## src/rtl/reg_file_sb.sv

```systemverilog
// Register file with asynchronous zeroing reset, NRD combinational read ports and a per-register busy scoreboard.
// Latency: reads are combinational; writes and busy updates land at posedge (optionally bypassed to reads).
// Backpressure: none; every write/alloc/flush is accepted in the cycle it is presented.
module reg_file_sb #(
    parameter int XLEN    = 32,
    parameter int NREGS   = 32,
    parameter int NRD     = 2,
    parameter int BYPASS  = 1,
    parameter int ZERO_R0 = 1,
    localparam int AW     = (NREGS > 1) ? $clog2(NREGS) : 1
) (
    input  logic                clk,
    input  logic                rst_n,
    input  logic                w_en,
    input  logic [AW-1:0]       w_adr,
    input  logic [XLEN-1:0]     w_data,
    input  logic                alloc_en,
    input  logic [AW-1:0]       alloc_adr,
    input  logic                flush,
    input  logic [NRD*AW-1:0]   rd_adr,
    output logic [NRD*XLEN-1:0] rd_data,
    output logic [NRD-1:0]      rd_busy
);

    logic [XLEN-1:0]  regs [NREGS];
    logic [NREGS-1:0] busy;

    // Backing entry exists and is not the hardwired zero register.
    function automatic logic adr_ok(input logic [AW-1:0] a);
        return (32'(a) < 32'(NREGS)) && !((ZERO_R0 != 0) && (a == '0));
    endfunction

    always_ff @(posedge clk or negedge rst_n) begin
        if (!rst_n) begin
            for (int i = 0; i < NREGS; i++) begin
                regs[i] <= '0;
            end
            busy <= '0;
        end else begin
            for (int i = 0; i < NREGS; i++) begin
                if (w_en && (w_adr == AW'(i)) && adr_ok(AW'(i))) begin
                    regs[i] <= w_data;
                end
                // A newly issued producer owns the register even if its old value retires now.
                if (flush) begin
                    busy[i] <= 1'b0;
                end else if (alloc_en && (alloc_adr == AW'(i)) && adr_ok(AW'(i))) begin
                    busy[i] <= 1'b1;
                end else if (w_en && (w_adr == AW'(i)) && adr_ok(AW'(i))) begin
                    busy[i] <= 1'b0;
                end
            end
        end
    end

    for (genvar k = 0; k < NRD; k++) begin : g_rd
        logic [AW-1:0] a;
        logic          ok;
        logic          byp;

        assign a   = rd_adr[k*AW +: AW];
        assign ok  = adr_ok(a);
        // Held off during reset so outputs read zero while rst_n is low.
        assign byp = (BYPASS != 0) && rst_n && w_en && (w_adr == a);

        assign rd_data[k*XLEN +: XLEN] = !ok ? '0 : (byp ? w_data : regs[a]);
        assign rd_busy[k]              = ok && !byp && busy[a];
    end

endmodule

```

## config.mk

```make
export PLATFORM = sky130hd
export DESIGN_NAME = reg_file_sb
export DESIGN_NICKNAME = d
export VERILOG_FILES = /design/src/rtl/reg_file_sb.sv
export SDC_FILE = /design/constraint.sdc
export NUM_CORES = 2
export LEC_CHECK = 0
export BUFFER_PORTS_ARGS = -buffer_cell sky130_fd_sc_hd__buf_2
export CAP_MARGIN = 15
export CELL_PAD_IN_SITES_DETAIL_PLACEMENT = 1
export CELL_PAD_IN_SITES_GLOBAL_PLACEMENT = 1
export CORE_MARGIN = 5
export CORE_UTILIZATION = 48
export DETAILED_ROUTE_END_ITERATION = 6
export PLACE_DENSITY_LB_ADDON = 0.1
export SLEW_MARGIN = 20
export SYNTH_ARGS = -nofsm -noshare
export SYNTH_HDL_FRONTEND = slang
export SYNTH_SLANG_ARGS = --single-unit
```

## constraint.sdc

```tcl
create_clock -name clk -period 2 [get_ports clk]
set_clock_uncertainty 0.05 [all_clocks]
set_input_delay 0.2 -clock clk [delete_from_list [all_inputs] [get_ports clk]]
set_output_delay 0.2 -clock clk [all_outputs]
set_load 0.01 [all_outputs]
```

Word level (Yosys, flattened, before mapping)
Index checks and enable logic that the tools add are counted.
{ "totals": {"output_inout_bits": 66, "wordCells": 345, "inputBits": 57, "ff_bits": 1023} }
{ "classes": {"mux": 107, "eq_ne": 64, "bitwise": 2, "order_cmp": 4, "reduce_logical": 106} }
{ "ops": {"columns": ["operator", "n"], "rows": [
  ["$bmux 32 s5", 2],
  ["$mux 32", 8],
  ["$eq 5x5->1 const B", 32],
  ["$mux 1", 95],
  ["$reduce_bool 3->1", 31],
  ["$eq 5x4->1 const B", 16],
  ["$logic_and 1x1->1", 69],
  ["$eq 5x3->1 const B", 8],
  ["$eq 5x2->1 const B", 4],
  ["$ge 6x6->1 const B", 2],
  ["$lt 5x6->1 const B", 2],
  ["$not 5->6", 2],
  ["$bmux 1 s5", 2],
  ["$eq 5x1->1 const B", 2],
  ["$eq 5x5->1", 2],
  ["$logic_not 5->1", 2],
  ["$logic_not 1->1", 4]
]} }

Longest topological paths before layout
{ "depth": {"word_depth": 6, "ltp_mapped": 10} }

Worst setup path after synthesis
OpenSTA, ideal clock, no wires.
{ "synth_timing": {"path_type": "input -> output", "start": "input port rd_adr[5]", "end": "output port rd_data[37]", "arrival_time_ns": 1.975, "cell_stages": 7, "setup_slack_ns": -0.225, "cell_sequence": "buf_2 > buf_6 > buf_2 > mux4_2 > mux4_2 > nand3_1 > nand3_1"} }
{ "synth_between": {"elab_chain_cells": 6} }
{ "synth_lines": {"columns": ["element", "line", "text"], "rows": [
  ["from (decl)", "20", "input logic [NRD*AW-1:0] rd_adr,"],
  ["$not 5->6 (not written as such)", "66", "assign rd_data[k*XLEN +: XLEN] = !ok ? '0 : (byp ? w_data : regs[a]);"],
  ["$bmux 32 s5", "66", null],
  ["$mux 32 (not written as such) (2 in series)", "66", null],
  ["$mux 32", "66", null],
  ["$mux 32 *", "66", null],
  ["to (decl)", "21", "output logic [NRD*XLEN-1:0] rd_data,"]
]} }
Every way passes the cells marked *; elsewhere a longest branch is shown, timed or not. The select of a mux whose other input is x is not followed.

Worst setup path in the final report
{ "layout_timing": {"start": "register busy[23]", "end": "output port rd_busy[0]"} }
{ "layout_between": {"elab_chain_cells": 3} }
{ "layout_lines": {"columns": ["element", "line", "text"], "rows": [
  ["from (decl)", "26", "logic [NREGS-1:0] busy;"],
  ["from (signal assigned)", "38", "busy <= '0;"],
  ["from (signal, indexed assignment)", "46", "busy[i] <= 1'b0;"],
  ["from (signal, indexed assignment)", "48", "busy[i] <= 1'b1;"],
  ["$bmux 1 s5", "67", "assign rd_busy[k] = ok && !byp && busy[a];"],
  ["$mux 1 (not written as such)", "67", null],
  ["$logic_and 1x1->1", "67", null],
  ["to (decl)", "22", "output logic [NRD-1:0] rd_busy"]
]} }
No other way between the ends. The select of a mux whose other input is x is not followed.

==> reports/qor.csv <==
stage,metric,value,unit
status,status,"complete, but fails checks",
status,failing checks,setup timing,
sta,hold slack,0.02338,ns
cts,CTS buffer count,116,
setup_path,Worst Setup Path Type,reg2out,
global_route,initial antenna violation count,3,
setup_path,startpoint types,flip-flop,
setup_path,"Req. time, crit path",1.75,ns
synth,cell count after synthesis,3966,
run,max cap viols,0,
synth,"area leader, netlist",dfrtp_1,
global_route,global route overflow,0,
place,"worst slack, placed",-0.8721,ns
worst_hold_path,Hold Crit Class,in2reg,
power_and_ir_drop,Final Total Pwr,65.41,mW
die,Die X,350.4,um
global_route,GR Util met3,8.106,%
sta,fmax,0.3455,GHz
sta,min cycle time layout,2.895,ns
synth,Synth area leaders,"dfrtp_1 (46%), mux2_2 (21%), mux4_2 (17%)",
place,Placer Congestion,0.8989,
global_route,met2 GRT Util,58.87,%
route,Starting DRT DRC Count,4339,
sta,RSZ-0062 raised after global routing,yes,
global_route,first-pass GRT wire length,336.1,mm
route,routed length per instance,37.62,um
cts,clk root buf,clkbuf_16,
sta,Fin Setup TNS,-43.43,ns
synth,fraction of registers with async set/reset,100.0,%
power_and_ir_drop,Peak VDD IR,0.0008069,V
place,I/O Buffers,122,
cts,clk slew on worst S/H paths,0.06,ns
route,drt first pass iters,5,
place,post-DP HPWL,152.3,mm
cts,CTS tree,yes,
setup_path,Critical Path Fanout Max,3,
setup_path,Critical Path Sink Type,output pin,
die,total core area,115600,um^2
synth,Post-synth top flop,dfrtp_1,
cells_and_area,NumNets Final,4598,
synth,top cell type's share of synthesized area,46.02,%
cts,Num Clock Sinks,1023,
route,vias per cell,6.911,
synth,syn_nets,4023,
power_and_ir_drop,Power Density,934.6,nW/um^2
die,Die Area,122800,um^2
sta,worst setup margin,-0.8947,ns
sta,worst-margin pin slew,1.044,ns
synth,post-synthesis cell type count,54,
cells_and_area,fillers,10690,
global_route,largest net degree at the start of global routing,184,
global_route,grt met1 use,50.04,%
power_and_ir_drop,Leak,30.59,nW
cts,Skew-Pair Late Insertion Delay,0.72,ns
cells_and_area,Area Growth Syn to Fin,25.80,%
route,Routed Antenna Nets,0,
global_route,vias in the first global route,46000,
route,Post-Route WL,232.0,mm
synth,Yosys reg bits,1023,
sta,crit share post-route,144.7,%
sta,Max-slew headroom,30.43,%
global_route,Overall Global Routing Usage,37.66,%
cts,Clock Path Buffers,3,
synth,number of synthesized flops with an enable pin,0,
sta,Final Hold Viols,0,
die,FP Rows,125,
cells_and_area,share of layout cells above drive strength 1,59.88,%
route,drt drc,0,
synth,mean post-synth cell area,14.03,um^2
sta,Final setup viols,66,
sta,Slew Limit Fails,0,
route,vias,42620,
synth,Mapped Area,55630,um^2
synth,register area share after synthesis,46.02,%
cts,H-Tree Level Count,3,
die,die height,350.4,um
die,initial core utilization,48.13,%
cells_and_area,Final Util,60.55,%
setup_path,arrival time at the worst endpoint,2.64,ns
synth,Synthesis Warnings,32,
global_route,GRT Max-Usage Layer,met2,
die,IO Pins,123,
==> worst max-delay path, stage by stage, from the launching register on <==
cell     delay (ns)
dfrtp_1        0.40
mux4_2         0.49
mux4_2         0.50
and3_4         0.19
a21o_1         0.18
buf_2          0.15
==> sequential cells by signal (all words and copies together), names as in the netlist <==
name,cells
regs,992
busy,31
==> logic make-up (layout without fill, tap and decap cells) <==
logic type,Yosys count,after routing,share of synthesized area [%]
AOI/OAI and AO/OA,489,489,6.192
xor gates and xnor gates,10,10,0.1574
buffers and inverters,441,1111,3.616
DFF,1023,1023,46.02
muxes,1594,1594,40.53
other,0,7,0
and+or+nand+nor,409,409,3.488
==> Yosys cell counts, drive strengths merged, types with 49 or more instances <==
library cell	count
nor2	73
buf	225
a22oi	71
mux4	423
clkbuf	209
o21ai	89
nand2	135
mux2i	132
dfrtp	1023
a221o	49
mux2	1039
a21oi	91
nor3	68
==> placed cells by master (no fill, tap or decap), drive strengths merged, types with 6 or more instances in the layout <==
master / Yosys / layout
diode: 0 / 7
inv: 6 / 11
o21ai: 89 / 89
mux2: 1039 / 1039
nand3: 41 / 41
and3: 7 / 7
a22o: 12 / 12
a211oi: 13 / 13
clkbuf: 209 / 185
nor2: 73 / 73
nand2: 135 / 135
and2: 6 / 6
o22ai: 33 / 33
o31ai: 8 / 8
buf: 225 / 844
nand3b: 8 / 8
xor2: 7 / 7
a22oi: 71 / 71
or2: 7 / 7
dlygate4sd3: 0 / 46
o211ai: 24 / 24
a221oi: 26 / 26
a221o: 49 / 49
o221ai: 42 / 42
dfrtp: 1023 / 1023
a21oi: 91 / 91
clkinv: 1 / 21
mux2i: 132 / 132
nand2b: 19 / 19
or3: 7 / 7
nor3: 68 / 68
nor2b: 29 / 29
mux4: 423 / 423
a2111oi: 14 / 14
==> power breakdown <==
group | leakage, nW | internal, mW | switching (mW)
Combinational | 15.6 | 9.30 | 6.91
Sequential | 13.1 | 24.7 | 3.23
Clock | 1.85 | 12.2 | 9.12
Total | 30.6 | 46.2 | 19.3
==> timing repair <==
item	CTS	global route
gates resized for setup	260	109
pin swaps	115	61
endpoints found under the setup margin	66	329
hold endpoints to repair	509	0
hold buffers	46	0
gates cloned	0	1
buffers inserted	48	17
==> path summary, 6_finish.rpt <==
path	startpoint	to	depth (start not counted)	slack, ns
min in group asynchronous	rst_n	regs[799]	4	0.21
max in group asynchronous	rst_n	regs[676]	5	0.20
worst min register to register	regs[169]	regs[169]	1	0.47
worst min-delay path	alloc_adr[4]	busy[13]	5	0.02
worst max register to register	busy[27]	busy[27]	3	0.64
worst max-delay path	busy[23]	rd_busy[0]	5	-0.89
==> per-stage QoR <==
| step | instances | instance area [um^2] |
|---|---|---|
| global placement | 5851 | 63760 |
| global route | 6160 | 69970 |
| detailed placement | 5851 | 63760 |
| finish | 6167 | 69980 |
| floorplan | 3966 | 55990 |
| CTS | 6143 | 69290 |
==> routing by layer <==
layer | vias up | part of all wire (%)
li1 | 16500 | -
met1 | 23160 | 40
met2 | 2260 | 46
met3 | 700 | 8.2
met4 | 0 | 6.2
met5 | - | 0
==> area by class of cell <==
type / instances / area, um^2 / area share (%)
Clock buffer: 184 / 3511 / 5.017
Timing Repair Buffer: 891 / 8971 / 12.82
Antenna cell: 7 / 17.52 / 0.02503
Inverter: 7 / 27.53 / 0.03933
Multi-Input combinational cell: 2502 / 29720 / 42.47
Tap cell: 1524 / 1907 / 2.725
Clock inverter: 29 / 230.2 / 0.3290
Sequential cell: 1023 / 25600 / 36.58
(Power assumes the default switching activity.)
